[src/rtl/im_pkg.sv]
// Shared definitions for the instruction-memory arbiter: word width, default
// parameters and the arbiter FSM state encoding.
package im_pkg;

  localparam int IM_WORD_W    = 32;
  localparam int IM_ADDR_W    = 10;
  localparam int IM_MAX_BURST = 8;
  localparam int BURST_CNT_W  = 8;

  localparam logic [1:0] ST_IDLE = 2'd0;
  localparam logic [1:0] ST_OWN0 = 2'd1;
  localparam logic [1:0] ST_OWN1 = 2'd2;

  typedef enum logic [1:0] {
    IDLE = ST_IDLE,
    OWN0 = ST_OWN0,
    OWN1 = ST_OWN1
  } arb_state_t;

endpackage

[src/rtl/im_rr_pick.sv]
// Two-way round-robin chooser: picks the requesting port, and on a tie the
// port that was not granted last.
module im_rr_pick (
  input  logic req0,
  input  logic req1,
  input  logic rr_last,
  output logic sel,
  output logic any
);

  always_comb begin
    any = req0 | req1;
    if (req0 && req1) sel = ~rr_last;
    else              sel = req1;
  end

endmodule

[src/rtl/im_arbiter.sv]
// Two-port arbiter in front of the combinational-read instruction memory:
// round-robin with optional locked bursts capped at MAX_BURST, registered reads.
module im_arbiter
  import im_pkg::*;
#(
  parameter int ADDR_W    = IM_ADDR_W,
  parameter int MAX_BURST = IM_MAX_BURST
) (
  input  logic                 clk,
  input  logic                 rst,
  input  logic                 req0,
  input  logic [ADDR_W-1:0]    addr0,
  input  logic                 lock0,
  output logic                 gnt0,
  output logic                 rvalid0,
  output logic [IM_WORD_W-1:0] rdata0,
  output logic                 rerr0,
  input  logic                 req1,
  input  logic [ADDR_W-1:0]    addr1,
  input  logic                 lock1,
  output logic                 gnt1,
  output logic                 rvalid1,
  output logic [IM_WORD_W-1:0] rdata1,
  output logic                 rerr1,
  output logic [ADDR_W-1:0]    im_addr,
  input  logic [IM_WORD_W-1:0] im_dout
);

  arb_state_t             state, state_nxt;
  logic                   rr_last, rr_nxt;
  logic [BURST_CNT_W-1:0] burst_cnt, cnt_nxt;
  logic [ADDR_W-1:0]      im_addr_q;

  logic gnt_any, gnt_sel;
  logic pick_req0, pick_req1, pick_sel, pick_any;
  logic own, own_req, own_lock, sel_lock, cap_hit;
  logic [ADDR_W-1:0] gnt_addr;

  // While a port owns the memory the chooser only sees the other port, so its
  // output is exactly the hand-off candidate.
  assign pick_req0 = req0 && (state != OWN0);
  assign pick_req1 = req1 && (state != OWN1);

  im_rr_pick u_pick (
    .req0    (pick_req0),
    .req1    (pick_req1),
    .rr_last (rr_last),
    .sel     (pick_sel),
    .any     (pick_any)
  );

  assign own      = (state == OWN1);
  assign own_req  = own ? req1  : req0;
  assign own_lock = own ? lock1 : lock0;
  assign sel_lock = pick_sel ? lock1 : lock0;
  assign cap_hit  = (burst_cnt >= BURST_CNT_W'(MAX_BURST));

  // NOTE: every signal gets a default before the case so no path leaves one
  // unassigned, which would infer a latch.
  always_comb begin
    state_nxt = state;
    rr_nxt    = rr_last;
    cnt_nxt   = burst_cnt;
    gnt_any   = 1'b0;
    gnt_sel   = 1'b0;
    case (state)
      IDLE: begin
        if (pick_any) begin
          gnt_any = 1'b1;
          gnt_sel = pick_sel;
          rr_nxt  = pick_sel;
          if (sel_lock) begin
            state_nxt = pick_sel ? OWN1 : OWN0;
            cnt_nxt   = BURST_CNT_W'(1);
          end
        end
      end
      OWN0, OWN1: begin
        if (cap_hit && pick_any) begin
          gnt_any   = 1'b1;
          gnt_sel   = pick_sel;
          rr_nxt    = pick_sel;
          state_nxt = IDLE;
          cnt_nxt   = '0;
        end else if (own_req) begin
          gnt_any = 1'b1;
          gnt_sel = own;
          rr_nxt  = own;
          cnt_nxt = (burst_cnt == '1) ? burst_cnt : burst_cnt + 1'b1;
          if (!own_lock) begin
            state_nxt = IDLE;
            cnt_nxt   = '0;
          end
        end else if (own_lock) begin
          // Owner is pausing but keeps the lock: lend the slot, keep the burst.
          gnt_any = pick_any;
          gnt_sel = pick_sel;
        end else begin
          state_nxt = IDLE;
          cnt_nxt   = '0;
        end
      end
      default: begin
        state_nxt = IDLE;
        cnt_nxt   = '0;
      end
    endcase
  end

  assign gnt0 = gnt_any && !gnt_sel && !rst;
  assign gnt1 = gnt_any &&  gnt_sel && !rst;

  assign gnt_addr = gnt_sel ? addr1 : addr0;
  assign im_addr  = (gnt0 || gnt1) ? {gnt_addr[ADDR_W-1:2], 2'b00} : im_addr_q;

  // NOTE: sequential state uses non-blocking assignments so every register
  // samples the pre-edge values regardless of statement order.
  always_ff @(posedge clk) begin
    if (rst) begin
      state     <= IDLE;
      rr_last   <= 1'b1;
      burst_cnt <= '0;
      im_addr_q <= '0;
      rvalid0   <= 1'b0;
      rdata0    <= '0;
      rerr0     <= 1'b0;
      rvalid1   <= 1'b0;
      rdata1    <= '0;
      rerr1     <= 1'b0;
    end else begin
      state     <= state_nxt;
      rr_last   <= rr_nxt;
      burst_cnt <= cnt_nxt;
      im_addr_q <= im_addr;
      rvalid0   <= gnt0;
      rvalid1   <= gnt1;
      if (gnt0) begin
        rdata0 <= im_dout;
        rerr0  <= (addr0[1:0] != 2'b00);
      end
      if (gnt1) begin
        rdata1 <= im_dout;
        rerr1  <= (addr1[1:0] != 2'b00);
      end
    end
  end

endmodule
[config.mk]
export PLATFORM = sky130hd
export DESIGN_NAME = im_arbiter
export DESIGN_NICKNAME = d
export VERILOG_FILES = /design/src/rtl/im_pkg.sv /design/src/rtl/im_rr_pick.sv /design/src/rtl/im_arbiter.sv
export SDC_FILE = /design/constraint.sdc
export NUM_CORES = 1
export LEC_CHECK = 0
export BUFFER_PORTS_ARGS = -buffer_cell sky130_fd_sc_hd__clkbuf_2
export CAP_MARGIN = 20
export CORE_MARGIN = 2
export CORE_UTILIZATION = 55
export DETAILED_ROUTE_END_ITERATION = 8
export PLACE_DENSITY = 0.86
export SLEW_MARGIN = 15
export SYNTH_ARGS = -nofsm -noshare
export SYNTH_HDL_FRONTEND = slang
export SYNTH_SLANG_ARGS = --single-unit
[constraint.sdc]
create_clock -name clk -period 7.93 [get_ports clk]
set_input_delay 1.1895 -clock clk [delete_from_list [all_inputs] [get_ports clk]]
set_output_delay 1.1895 -clock clk [all_outputs]
set_load 0.01 [all_outputs]
==> impl_metrics.csv <==
group,metric,value,unit
run_status,status,"finished, final reports clean",
power,switching_power,0.0006642,W
setup_path,crit_required,6.74,ns
cts,cts_resized,0,
global_route,grt_pass1_vias,3209,
setup_path,cp.arrival,3.62,ns
power,swShare,36.71,%
synth,ys_seq_area_share,42.49,%
setup_path,path_max_fanout,52,
layout,area_growth,20.92,%
layout,antenna_cells,0,
synth,postSynthCellCount,394,
power,comb_power_share,47.4,%
run,drv_cap,0,
setup_path,slowest_stage,"nor2_2",
timing,finalCritPeriodShare,60.71,%
global_route,grt_overflow,0,
synth,avgSynthCellArea,10.64,µm²
setup_path,crit_cells,6,
layout,ff_latch_area,1782,µm²
die,rows,31,
setup_path,cp_common_cell,"clkbuf_2",
placement,dp_hpwl,6.453,mm
min_path,whs_path_depth,2,
layout,n_fill_cell,591,
synth,ys.flop_type,"dfxtp_1",
timing,fin_tns_setup,0,ns
placement,gp_congestion,0.8754,
cts,clkTransAtPathRegs,0.08,ns
routing,avgRoutedWirePerCell,14.17,µm
power,power_frac_clock,15.3,%
cts,clockBufferDepth,2,
cts,cts_hold_buf,0,
setup_path,path_buf_inv,3,
cts,cts_setup_buffers,0,
layout,multi_input_area,2230,µm²
die,core_region_area,7331,µm²
setup_path,critical_path_class,"in -> out",
setup_path,ff2ff_path_depth,8,
synth,yosys.area.top_type,"dfxtp_1",
synth,synth_edf_count,0,
synth,yosys_warnings,0,
global_route,grt_antenna_before_repair,0,
setup_path,crit_chain,"clkbuf_2 -> buf_4 -> nor2_2 -> nand2_1 -> and2_1 -> clkbuf_2",
synth,syn-cell-area,4193,µm²
power,powerDensity,356.9,nW/µm²
synth,synthDistinctLibCells,45,
power,p_int,0.001145,W
routing,drcViolationCount,0,
synth,ys_seq_elements,89,
die,boundaryPins,138,
routing,drt_iter0_drc,124,
timing,hold_viol_final,0,
power,peakVddDrop,214.2,µV
timing,whs,0.4828,ns
timing,setup_viol_count_final,0,
global_route,grt_max_degree,53,
die,start_util,57.19,%
setup_path,critical_path.top_delay_family,"simple AND/OR/NAND/NOR gates",
timing,worst_slew_pin_slew,0.9792,ns
die,dieArea,8338,µm²
routing,drtPass1Iterations,4,
global_route,gr-usage-all-layers,21.46,%
setup_path,cp-end-kind,"output port",
synth,synthTopCellsByArea,"dfxtp_1 (42%), mux2_2 (9.9%), nor2b_1 (9.7%)",
layout,nets,588,
timing,min_period,4.814,ns
placement,place.port_buffers,137,
cts,cts-root-buf,"clkbuf_8",
synth,synthArstFlopShare,0,%
die,fp.dieH,91.31,µm
cts,numCtsBuffers,9,
cts,clock_latency,0.34,ns
routing,wirelength,8.897,mm
timing,rsz0062_at_grt,"false",
timing,skew,0.01239,ns
cts,cts_tree,"built",
min_path,hold_class,"reg -> reg",
routing,antenna_left,0,
power,seqPwrFrac,37.3,%
synth,netlist.area_leader.share,42.49,%
synth,syn_nets,458,
layout,drive_gt1_share,42.72,%
global_route,grt_first_pass_wirelength,14.77,mm
routing,routed_via_density,5.274,
power,p_leak,2.540,nW
timing,fmax,0.2077,GHz
timing,drv_slew,0,
timing,slew_headroom,34.72,%
cts,h-tree-depth,3,
setup_path,slowest_delay,0.64,ns
cts,cts.sinks,89,
routing,vias,3312,
die,die_x,91.31,µm
setup_path,start_kind,"input pin",
==> metal layers <==
layer	GRT usage [%]	up-vias	part of all wire, %
met5	0	-	0
met2	38.70	95	51
met4	6.566	0	1.2
met1	25.64	1583	44
met3	4.232	8	4.2
li1	-	1626	-
==> worst paths after layout <==
kind | start | end | slack [ns]
max | rst | im_addr[0] | 3.12
min | rerr0 | rerr0 | 0.48
max reg2reg | state[0] | rdata0[15] | 4.57
min reg2reg | rerr0 | rerr0 | 0.48
==> power groups by stage <==
| stage | registers (W) | logic, W | clock network, W |
|---|---|---|---|
| 6_report | 0.000676 | 0.000858 | 0.000276 |
| 5_1_grt | 0.000693 | 0.000929 | 0.000298 |
| 4_1_cts | 0.000676 | 0.000862 | 0.000284 |
| 3_5_place_dp | 0.000684 | 0.000861 | 0 |
| 3_3_place_gp | 0.000677 | 0.000836 | 0 |
| 2_1_floorplan | 0.000728 | 0.000577 | 0 |
==> cell families after synthesis <==
family	Yosys count	synth area share, %
buf+inv	35	4.596
fa+ha+maj	6	1.790
flops	89	42.49
mux	87	25.10
compound gates	47	7.491
simple gates	130	18.53
==> synthesized netlist by cell type (2+ instances only) <==
| cell type | n |
|---|---|
| dfxtp_1 | 89 |
| nor2b_1 | 65 |
| mux2_2 | 37 |
| mux2_4 | 27 |
| mux2i_1 | 23 |
| a21oi_1 | 16 |
| clkbuf_1 | 14 |
| inv_1 | 13 |
| nand2b_1 | 13 |
| nor2_1 | 12 |
| a31oi_1 | 9 |
| nand2_1 | 7 |
| or3_1 | 7 |
| ha_1 | 6 |
| o21ai_0 | 5 |
| buf_2 | 4 |
| nand3_1 | 4 |
| nor3b_1 | 4 |
| and3b_1 | 3 |
| buf_12 | 3 |
| nor3_1 | 3 |
| a211o_1 | 2 |
| and2_1 | 2 |
| and3_1 | 2 |
| o31ai_1 | 2 |
| or2_2 | 2 |
| or4_1 | 2 |
==> placed cells by master, fill, tap and decap left out, types with 2 or more instances in the layout <==
master / instances
clkbuf_2: 137
dfxtp_1: 89
nor2b_1: 65
mux2_2: 37
mux2_4: 27
mux2i_1: 23
a21oi_1: 16
inv_1: 13
nand2b_1: 13
nor2_1: 11
a31oi_1: 9
clkbuf_8: 9
or3_1: 7
nand2_1: 7
ha_1: 6
o21ai_0: 5
nor3b_1: 4
nand3_1: 4
buf_4: 4
and3b_1: 3
nor3_1: 3
inv_6: 3
or2_2: 2
and3_1: 2
and2_1: 2
o31ai_1: 2
a211o_1: 2
or4_1: 2
clkbuf_1: 2
==> layout make-up <==
class / instances / area share, %
Multi-Input combinational cell: 270 / 43.98
Sequential cell: 89 / 35.14
Timing Repair Buffer: 141 / 14.12
Clock buffer: 11 / 2.591
Tap cell: 99 / 2.443
Inverter: 13 / 0.9625
Clock inverter: 5 / 0.7651
==> state kept, by name, summed over array words and instances (netlist names) <==
register and cells:
rdata1 32, rvalid1 1, rdata0 32, rvalid0 1
burst_cnt 8, state 2, rerr1 1, im_addr_q 10
rerr0 1, rr_last 1
==> per-stage QoR <==
step / util (%) / total power [W] / setup slack [ns] / cells / area [µm²]
3_3_place_gp: 66.80 / 0.001512 / 2.781 / 612 / 4897
3_5_place_dp: 66.80 / 0.001545 / 2.721 / 612 / 4897
4_1_cts: 69.12 / 0.001823 / 2.716 / 628 / 5067
5_1_grt: 69.16 / 0.001920 / 2.963 / 628 / 5070
2_1_floorplan: - / 0.001305 / 4.012 / 394 / 4193
6_report: 69.16 / 0.001809 / 3.116 / 628 / 5070
==> worst register-to-register path: stages (launching register included) <==
cell	delay, ns
dfxtp_1	0.40
inv_1	0.08
ha_1	0.34
nor3b_1	0.20
o211ai_1	0.19
a32o_1	0.67
or4b_2	0.64
buf_4	0.34
mux2_4	0.39
(Power assumes the default switching activity.)
